### src/rtl/xadc_joystick_scanner.sv
// xadc_joystick_scanner
//   Round-robin XADC DRP reader plus per-channel joystick direction quantiser.
//   Each end-of-conversion in IDLE triggers one DRP read of BASE_ADDR+ch. The
//   returned sample is stored. It is also turned into a LOW/CENTRE/HIGH code,
//   with hysteresis and persistence filtering applied.
//
// Ports
//   i_clk      system clock
//   i_rst      asynchronous active-high reset
//   i_eoc      XADC end-of-conversion (ignored unless idle)
//   o_den      DRP enable, one-cycle pulse
//   o_daddr    DRP address, held between requests
//   i_drdy     DRP data ready (ignored unless waiting)
//   i_do       DRP read data, sample taken from the top SAMPLE_W bits
//   o_dir      per-channel code, [2k+1:2k]: 0 LOW, 1 CENTRE, 2 HIGH
//   o_sample   last captured sample per channel
//   o_valid    one-cycle capture strobe per channel
//   o_timeout  one-cycle pulse when a DRP read is abandoned
//   o_err      sticky timeout flag, cleared only by reset
module xadc_joystick_scanner #(
    parameter int unsigned NUM_CH    = 2,
    parameter logic [6:0]  BASE_ADDR = 7'h16,
    parameter int unsigned SAMPLE_W  = 12,
    parameter int unsigned HI_THRESH = 'hE00,
    parameter int unsigned LO_THRESH = 'h100,
    parameter int unsigned HYST      = 'h080,
    parameter int unsigned PERSIST   = 2,
    parameter int unsigned TIMEOUT   = 255
) (
    input  logic                         i_clk,
    input  logic                         i_rst,
    input  logic                         i_eoc,
    output logic                         o_den,
    output logic [6:0]                   o_daddr,
    input  logic                         i_drdy,
    input  logic [15:0]                  i_do,
    output logic [2*NUM_CH-1:0]          o_dir,
    output logic [SAMPLE_W*NUM_CH-1:0]   o_sample,
    output logic [NUM_CH-1:0]            o_valid,
    output logic                         o_timeout,
    output logic                         o_err
);

    localparam int unsigned CH_W  = (NUM_CH > 1) ? $clog2(NUM_CH) : 1;
    localparam int unsigned TMO_W = $clog2(TIMEOUT + 1);
    localparam int unsigned P_W   = $clog2(PERSIST + 1);

    localparam logic [SAMPLE_W-1:0] HI_T   = SAMPLE_W'(HI_THRESH);
    localparam logic [SAMPLE_W-1:0] LO_T   = SAMPLE_W'(LO_THRESH);
    localparam logic [SAMPLE_W-1:0] HI_REL = SAMPLE_W'(HI_THRESH - HYST);
    localparam logic [SAMPLE_W-1:0] LO_REL = SAMPLE_W'(LO_THRESH + HYST);

    typedef enum logic [1:0] {
        S_IDLE,
        S_REQ,
        S_WAIT
    } state_e;

    typedef enum logic [1:0] {
        DIR_LOW    = 2'd0,
        DIR_CENTRE = 2'd1,
        DIR_HIGH   = 2'd2
    } dir_e;

    state_e                state_q, state_d;
    logic [CH_W-1:0]       ch_q, ch_d;
    logic [6:0]            daddr_q, daddr_d;
    logic [TMO_W-1:0]      tcnt_q, tcnt_d;
    logic [SAMPLE_W-1:0]   sample_q [NUM_CH];
    logic [SAMPLE_W-1:0]   sample_d [NUM_CH];
    dir_e                  dir_q    [NUM_CH];
    dir_e                  dir_d    [NUM_CH];
    dir_e                  cand_q   [NUM_CH];
    dir_e                  cand_d   [NUM_CH];
    logic [P_W-1:0]        pcnt_q   [NUM_CH];
    logic [P_W-1:0]        pcnt_d   [NUM_CH];
    logic [NUM_CH-1:0]     valid_q, valid_d;
    logic                  timeout_q, timeout_d;
    logic                  err_q, err_d;

    logic [SAMPLE_W-1:0]   new_s;
    logic [CH_W-1:0]       ch_next;
    dir_e                  c;
    logic [P_W-1:0]        pc;
    logic                  unused_do;

    // Low-order DRP bits below the sample field carry no information.
    assign unused_do = ^i_do;

    // Holding an existing HIGH/LOW uses the relaxed release threshold;
    // failing that, the sample is classified exactly as from CENTRE.
    function automatic dir_e candidate(input dir_e d, input logic [SAMPLE_W-1:0] s);
        dir_e r;
        if (s >= HI_T)      r = DIR_HIGH;
        else if (s < LO_T)  r = DIR_LOW;
        else                r = DIR_CENTRE;
        if (d == DIR_HIGH && s >= HI_REL) r = DIR_HIGH;
        if (d == DIR_LOW  && s <  LO_REL) r = DIR_LOW;
        return r;
    endfunction

    always_comb begin
        state_d   = state_q;
        ch_d      = ch_q;
        daddr_d   = daddr_q;
        tcnt_d    = tcnt_q;
        sample_d  = sample_q;
        dir_d     = dir_q;
        cand_d    = cand_q;
        pcnt_d    = pcnt_q;
        valid_d   = '0;
        timeout_d = 1'b0;
        err_d     = err_q;
        new_s     = i_do[15 -: SAMPLE_W];
        ch_next   = (ch_q == CH_W'(NUM_CH - 1)) ? '0 : ch_q + 1'b1;
        c         = DIR_CENTRE;
        pc        = '0;

        case (state_q)
            S_IDLE: begin
                if (i_eoc) begin
                    state_d = S_REQ;
                    daddr_d = BASE_ADDR + 7'(ch_q);
                end
            end
            S_REQ: begin
                tcnt_d  = '0;
                state_d = S_WAIT;
            end
            S_WAIT: begin
                // i_drdy is tested first so it wins over the terminal count.
                if (i_drdy) begin
                    sample_d[ch_q] = new_s;
                    valid_d[ch_q]  = 1'b1;
                    c = candidate(dir_q[ch_q], new_s);
                    if (c == dir_q[ch_q])
                        pc = '0;
                    else if (c != cand_q[ch_q])
                        pc = P_W'(1);
                    else if (pcnt_q[ch_q] < P_W'(PERSIST))
                        pc = pcnt_q[ch_q] + 1'b1;
                    else
                        pc = pcnt_q[ch_q];
                    if (pc == P_W'(PERSIST)) begin
                        dir_d[ch_q] = c;
                        pc          = '0;
                    end
                    pcnt_d[ch_q] = pc;
                    cand_d[ch_q] = c;
                    ch_d         = ch_next;
                    state_d      = S_IDLE;
                end else if (tcnt_q == TMO_W'(TIMEOUT - 1)) begin
                    // TIMEOUT wait cycles elapsed; pulse lands TIMEOUT+1 after o_den.
                    timeout_d = 1'b1;
                    err_d     = 1'b1;
                    ch_d      = ch_next;
                    state_d   = S_IDLE;
                end else begin
                    tcnt_d = tcnt_q + 1'b1;
                end
            end
            default: state_d = S_IDLE;
        endcase
    end

    always_ff @(posedge i_clk or posedge i_rst) begin
        if (i_rst) begin
            state_q   <= S_IDLE;
            ch_q      <= '0;
            daddr_q   <= BASE_ADDR;
            tcnt_q    <= '0;
            valid_q   <= '0;
            timeout_q <= 1'b0;
            err_q     <= 1'b0;
            for (int unsigned k = 0; k < NUM_CH; k++) begin
                sample_q[k] <= '0;
                dir_q[k]    <= DIR_CENTRE;
                cand_q[k]   <= DIR_CENTRE;
                pcnt_q[k]   <= '0;
            end
        end else begin
            state_q   <= state_d;
            ch_q      <= ch_d;
            daddr_q   <= daddr_d;
            tcnt_q    <= tcnt_d;
            valid_q   <= valid_d;
            timeout_q <= timeout_d;
            err_q     <= err_d;
            sample_q  <= sample_d;
            dir_q     <= dir_d;
            cand_q    <= cand_d;
            pcnt_q    <= pcnt_d;
        end
    end

    always_comb begin
        o_dir    = '0;
        o_sample = '0;
        for (int unsigned k = 0; k < NUM_CH; k++) begin
            o_dir[2*k +: 2]               = dir_q[k];
            o_sample[SAMPLE_W*k +: SAMPLE_W] = sample_q[k];
        end
    end

    assign o_den     = (state_q == S_REQ);
    assign o_daddr   = daddr_q;
    assign o_valid   = valid_q;
    assign o_timeout = timeout_q;
    assign o_err     = err_q;

endmodule

### config.mk
export PLATFORM = sky130hd
export DESIGN_NAME = xadc_joystick_scanner
export DESIGN_NICKNAME = d
export VERILOG_FILES = /design/src/rtl/xadc_joystick_scanner.sv
export SDC_FILE = /design/constraint.sdc
export NUM_CORES = 1
export LEC_CHECK = 0
export CORE_MARGIN = 8
export CORE_UTILIZATION = 40
export DETAILED_ROUTE_END_ITERATION = 10
export GPL_TIMING_DRIVEN = 0
export PLACE_DENSITY = 0.67
export SLEW_MARGIN = 20
export SYNTH_ARGS = -nofsm -noshare
export SYNTH_HDL_FRONTEND = slang
export SYNTH_SLANG_ARGS = --single-unit
### constraint.sdc
create_clock -name i_clk -period 3.5 [get_ports i_clk]
set_input_delay 1.05 -clock i_clk [delete_from_list [all_inputs] [get_ports i_clk]]
set_output_delay 1.05 -clock i_clk [all_outputs]
set_load 0.03 [all_outputs]
==> results of run 1 <==
==> worst reg2reg max path: cells and delay by family, from the launching register on <==
| kind | cells | cell delay, ns |
|---|---|---|
| AOI/OAI and AO/OA | 2 | 0.71 |
| xor gates and xnor gates | 1 | 0.12 |
| buffers and inverters | 1 | 0.13 |
| DFF | 1 | 0.39 |
| muxes | 1 | 0.31 |
| and+or+nand+nor | 2 | 0.72 |
==> worst min path at each step <==
stage,startpoint,to
CTS,o_sample[4]$_DFFE_PP0P_,o_sample[4]$_DFFE_PP0P_
floorplan,tcnt_q[6]$_DFFE_PP0P_,tcnt_q[6]$_DFFE_PP0P_
global route,o_sample[4]$_DFFE_PP0P_,o_sample[4]$_DFFE_PP0P_
global placement,o_sample[4]$_DFFE_PP0P_,o_sample[4]$_DFFE_PP0P_
finish,o_sample[4]$_DFFE_PP0P_,o_sample[4]$_DFFE_PP0P_
detailed placement,o_err$_DFFE_PP0P_,o_err$_DFFE_PP0P_
==> sequential cells by signal, indices dropped and copies added (netlist names), 2 cells and up <==
register	cells
o_sample	24
tcnt_q	8
cand_q	4
o_dir	4
pcnt_q	4
o_valid	2
state_q	2
==> kinds of logic after synthesis <==
logic type | synth area share [%]
buffers and inverters | 5.01
other | 0.301
xor gates and xnor gates | 1.70
and+or+nand+nor | 16.7
adders and majority gates | 3.51
AOI/OAI and AO/OA | 9.92
muxes | 10.6
DFF | 52.3
==> layer usage <==
metal	GRT usage, %	vias up	routed length [um]
met5	0	-	0
met4	4.16	0	63
met3	3.62	6	359
met2	19.5	47	2450
met1	17.1	885	2640
li1	-	919	-
==> synth_stat cells (all sizes together) <==
master and count:
a211oi 1, inv 12, mux2 19, or2 2
dfstp 4, dfrtp 48, nor2b 1, and3 1
o211ai 1, nor2 8, a221o 1, or3 3
nand3 10, a21oi 3, a31oi 2, buf 9
nor3 6, o21ai 16, conb 2, o21ba 1
mux2i 5, o41ai 1, or4b 1, xor2 2
ha 7, clkbuf 4, nand2 50, a21o 1
o31ai 4, xnor2 2, nand3b 1, or3b 1
o22ai 1, nand2b 3, o32a 1, nor4 1
nand4 1, or4 1, a211o 1
==> through the flow <==
step	utilization (%)	hold slack (ns)	cells
floorplan	-	0.445	242
global route	54.5	0.496	376
CTS	54.5	0.485	376
global placement	51.7	0.458	366
finish	54.5	0.482	376
detailed placement	52.6	0.452	368
==> layout make-up <==
type,instances,share of cell area [%]
Sequential cell,52,40.0
Multi-Input combinational cell,165,33.2
Timing Repair Buffer,51,16.7
Tap cell,75,2.87
Buffer,13,2.45
Clock buffer,6,2.22
Inverter,12,1.38
Clock inverter,2,1.19
==> report_power, final <==
group / switching [mW] / total (mW) / internal [mW] / leakage [nW]
Clock: 0.202 / 0.418 / 0.216 / 0.0558
Combinational: 0.741 / 1.28 / 0.542 / 0.775
Sequential: 0.114 / 0.933 / 0.819 / 0.662
==> flow_summary.json, run 1 <==
{
  "cts_tree": "yes",
  "place.gp.congestion": 0.862,
  "dp_slack_ns": -0.114,
  "crit_slowest_cell": "or4b_1",
  "maxCapViolations": 0,
  "vias_per_cell": 4.94,
  "cts_resized": 0,
  "layout_commonest_cell": "nand2_1",
  "wl_per_cell_um": 14.7,
  "path_clk_slew_ns": 0.09,
  "drtIter0Drc": 94,
  "cp_max_fo": 5,
  "hold_depth": 2,
  "hold_viol_final": 0,
  "p_total_mw": 2.64,
  "crit_path_start": "i_do[11]",
  "drv_slew": 0,
  "cts-root-buf": "clkbuf_8",
  "cts_max_path_buffers": 2,
  "grt-ovfl-total": 0,
  "drive_gt1_share_pct": 17.6,
  "ant_nets": 0,
  "rows": 28,
  "path_buf_inv": 1,
  "grt_pass1_vias": 1845,
  "grt_usage_pct": 12.8,
  "initial_core_util_pct": 41.7,
  "fmax_ghz": 0.301,
  "r2r_start": "ch_q$_DFFE_PP0P_",
  "final_cell_area_mm2": 0.00326,
  "timing.rr.end": "o_dir[3]$_DFFE_PP0P_",
  "path_depth": 7,
  "grt_pass1_wl_mm": 9.19,
  "tns_ns": 0,
  "diodes": 0,
  "crit_chain": "clkdlybuf4s50_1 > or4b_1 > a31oi_4 > xor2_2 > o41ai_2 > nand3_1 > mux2_2",
  "relSlewSlack_pct": 56.2,
  "synth_seq_area_share_pct": 52.3,
  "worst_setup_path_start_kind": "input port",
  "wirelength_mm": 5.52,
  "critPathArrivalTime_ns": 3.52,
  "cp.required_ns": 3.69,
  "total_leakage_power_nw": 1.49,
  "ff2ff_setup_slack_ns": 1.01,
  "numClockSinks": 52,
  "finClkSkew_ns": 0.00447,
  "path_class": "in2reg",
  "multi_input_area_mm2": 0.00108,
  "cp-endpoint": "o_dir[3]$_DFFE_PP0P_",
  "hold_class": "reg2reg",
  "syn_area_per_cell_um2": 10.5,
  "die_w_um": 95.0,
  "remaining_drc_errors": 0,
  "synthCells": 238,
  "synth_area_mm2": 0.00250,
  "fin_nets": 327,
  "place_hpwl_mm": 4.20,
  "crit_family": "simple AND/OR/NAND/NOR gates",
  "ys_warn_count": 0,
  "antenna_found_initial": 0,
  "coreArea_mm2": 0.00599,
  "post_cts_buffers": 0,
  "status": "complete, no violations",
  "reg2regPathDepth": 7,
  "worst_skew_pair.late_latency_ns": 0.30,
  "synthDistinctLibCells": 48,
  "numCtsBuffers": 5,
  "drt_first_pass_iters": 4,
  "yosys.area.top_type": "dfrtp_1",
  "p_per_area_mw_per_mm2": 807,
  "fillerInstances": 547,
  "endpoint_kind": "register",
  "period_minus_slack_ns": 3.32,
  "rsz0062_at_grt": "false",
  "vias": 1857,
  "tightest_slew_ns": 0.652,
  "peakVddDrop_mv": 0.458,
  "hold_buffers": 0,
  "slowest_delay_ns": 0.61,
  "yosysTopAreaCellShare_pct": 48.1,
  "yosys-top-cells-area": "dfrtp_1 48%, mux2_2 8.6%, nand2_1 7.5%, dfstp_2 4.2%, ha_1 3.5%",
  "die_y_um": 95.0,
  "min_period_over_period_pct": 94.9,
  "ys_ff_latch": 52,
  "setup_viol": 0,
  "seq_area_mm2": 0.00131,
  "areaGrowthSynthToFinish_pct": 30.6,
  "grt_max_degree": 23,
  "htree_num_levels": 2,
  "timing.final.ws_setup_ns": 0.178,
  "io_buffers": 49,
  "mostFrequentLayoutCells": "50 x nand2_1, 49 x clkdlybuf4s50_1, 48 x dfrtp_1",
  "ios": 60,
  "post_dp_cell_area_mm2": 0.00315,
  "die_area_mm2": 0.00903
}
No activity file was read; power rests on OpenSTA's default activity.
==> inputs of run 2 (changes only) <==
--- a/config.mk
+++ b/config.mk
@@ -8,8 +8,8 @@
 export CORE_MARGIN = 8
 export CORE_UTILIZATION = 40
 export DETAILED_ROUTE_END_ITERATION = 10
-export GPL_TIMING_DRIVEN = 0
 export PLACE_DENSITY = 0.67
+export SKIP_CTS_REPAIR_TIMING = 1
 export SLEW_MARGIN = 20
 export SYNTH_ARGS = -nofsm -noshare
 export SYNTH_HDL_FRONTEND = slang
==> run 2 against run 1 <==
- first-iteration DRC count is 19% higher
- critical path type unchanged
- cell count fell by 1.6%
- design area shrank 2.8%
- wire length shrank 0.83%
- count of clock-buffer cells in the layout unchanged
- power shrank 3.8%
- sequential cell count did not move
- clock power shrank 19%
- register-to-register slack better by 0.08 ns
- core utilization decreased by 1.5 points
- sequential share of layout area is 1.1 points higher
- critical path depth unchanged
==> flow_summary.json, run 2 (synthesis gave the netlist of run 1 again) <==
{
  "path_buf_inv": 1,
  "vias": 1879,
  "remaining_drc_errors": 0,
  "mostFrequentLayoutCells": "50 x nand2_1, 49 x clkdlybuf4s50_1, 48 x dfrtp_1",
  "crit_chain": "clkdlybuf4s50_1 > or4b_1 > a31oi_4 > xor2_2 > o41ai_2 > nand3_1 > mux2_2",
  "tightest_slew_ns": 0.666,
  "rows": 28,
  "r2r_start": "ch_q$_DFFE_PP0P_",
  "min_period_over_period_pct": 90.7,
  "min_to": "o_err$_DFFE_PP0P_",
  "place_hpwl_mm": 4.06,
  "maxCapViolations": 0,
  "diodes": 0,
  "die_w_um": 95.0,
  "numCtsBuffers": 5,
  "ff2ff_setup_slack_ns": 1.09,
  "min_from": "o_err$_DFFE_PP0P_",
  "status": "complete, no violations",
  "cts-root-buf": "clkbuf_8",
  "total_leakage_power_nw": 1.45,
  "io_buffers": 49,
  "drtIter0Drc": 112,
  "grt_pass1_wl_mm": 8.86,
  "peakVddDrop_mv": 0.495,
  "worst_setup_path_start_kind": "input port",
  "relSlewSlack_pct": 55.3,
  "hold_viol_final": 0,
  "path_clk_slew_ns": 0.10,
  "grt_usage_pct": 12.3,
  "ios": 60,
  "p_per_area_mw_per_mm2": 799,
  "grt_pass1_vias": 1889,
  "drt_first_pass_iters": 4,
  "die_area_mm2": 0.00903,
  "fmax_ghz": 0.315,
  "initial_core_util_pct": 41.7,
  "reg2regPathDepth": 6,
  "cts_max_path_buffers": 2,
  "drive_gt1_share_pct": 17.6,
  "cp.required_ns": 3.70,
  "vias_per_cell": 5.08,
  "areaGrowthSynthToFinish_pct": 27.0,
  "crit_family": "simple AND/OR/NAND/NOR gates",
  "hold_depth": 1,
  "worst_skew_pair.late_latency_ns": 0.30,
  "antenna_found_initial": 0,
  "finClkSkew_ns": 0.00941,
  "grt_max_degree": 28,
  "numClockSinks": 52,
  "path_class": "in2reg",
  "critPathArrivalTime_ns": 3.37,
  "fillerInstances": 554,
  "die_y_um": 95.0,
  "wl_per_cell_um": 14.8,
  "fin_nets": 321,
  "crit_slowest_cell": "or4b_1",
  "coreArea_mm2": 0.00599,
  "crit_path_start": "i_do[11]",
  "setup_viol": 0,
  "wirelength_mm": 5.47,
  "rsz0062_at_grt": "false",
  "hold_class": "reg2reg",
  "ant_nets": 0,
  "htree_num_levels": 2,
  "slowest_delay_ns": 0.58,
  "cp_max_fo": 3,
  "grt-ovfl-total": 0,
  "period_minus_slack_ns": 3.18,
  "p_total_mw": 2.54,
  "layout_commonest_cell": "nand2_1",
  "cts_tree": "yes",
  "largest_reg_flops": 24,
  "place.gp.congestion": 0.798,
  "endpoint_kind": "register",
  "tns_ns": 0,
  "drv_slew": 0,
  "timing.rr.end": "o_dir[1]$_DFFE_PP0P_"
}
==> run 2: where the power goes <==
| part | total (mW) | internal (mW) | switching (mW) |
|---|---|---|---|
| Combinational | 1.26 | 0.528 | 0.730 |
| Sequential | 0.940 | 0.819 | 0.121 |
| Clock | 0.338 | 0.143 | 0.195 |
==> run 2: worst max path at each step <==
stage	to	slack, ns	cells past startpoint
5_1_grt	o_dir[2]$_DFFE_PP1P_	0.24	8
2_1_floorplan	o_dir[3]$_DFFE_PP0P_	0.61	6
3_5_place_dp	o_dir[3]$_DFFE_PP0P_	0.02	7
4_1_cts	o_dir[3]$_DFFE_PP0P_	0.34	7
3_3_place_gp	o_dir[3]$_DFFE_PP0P_	0.05	7
6_report	o_dir[1]$_DFFE_PP0P_	0.32	7
==> run 2: per-layer routing <==
metal	global-route usage [%]	up-vias	wire, um
li1	-	911	-
met1	14.9	912	2520
met2	20.7	48	2490
met3	3.54	8	401
met4	3.51	0	61
met5	0	-	0
==> run 2: metrics by stage <==
stage               area, um^2  utilization [%]  cells  hold slack, ns  setup WS (ns)
finish                    3170             53.0    370           0.480          0.325
global route              3170             53.0    370           0.497          0.236
CTS                       3170             53.0    370           0.487          0.336
detailed placement        3090             51.5    362           0.463         0.0199
global placement          3090             51.5    362           0.458         0.0462
floorplan                 2510                -    242           0.445          0.615
==> run 2: area by class of cell <==
type | count | area [um^2] | share of cell area, %
clock inverters | 2 | 16.3 | 0.512
clock buffers | 6 | 72.6 | 2.29
repair buffers | 58 | 558 | 17.6
well taps | 75 | 93.8 | 2.96
flip-flops and latches | 52 | 1310 | 41.2
inverters | 12 | 45.0 | 1.42
multi-input cells | 165 | 1080 | 34.1
==> run 2: worst reg2reg max path, delay by kind of cell, from the launching register on <==
kind | cells | cell delay [ns]
and+or+nand+nor | 2 | 0.73
muxes | 1 | 0.30
DFF | 1 | 0.45
xor gates and xnor gates | 1 | 0.11
AOI/OAI and AO/OA | 2 | 0.71
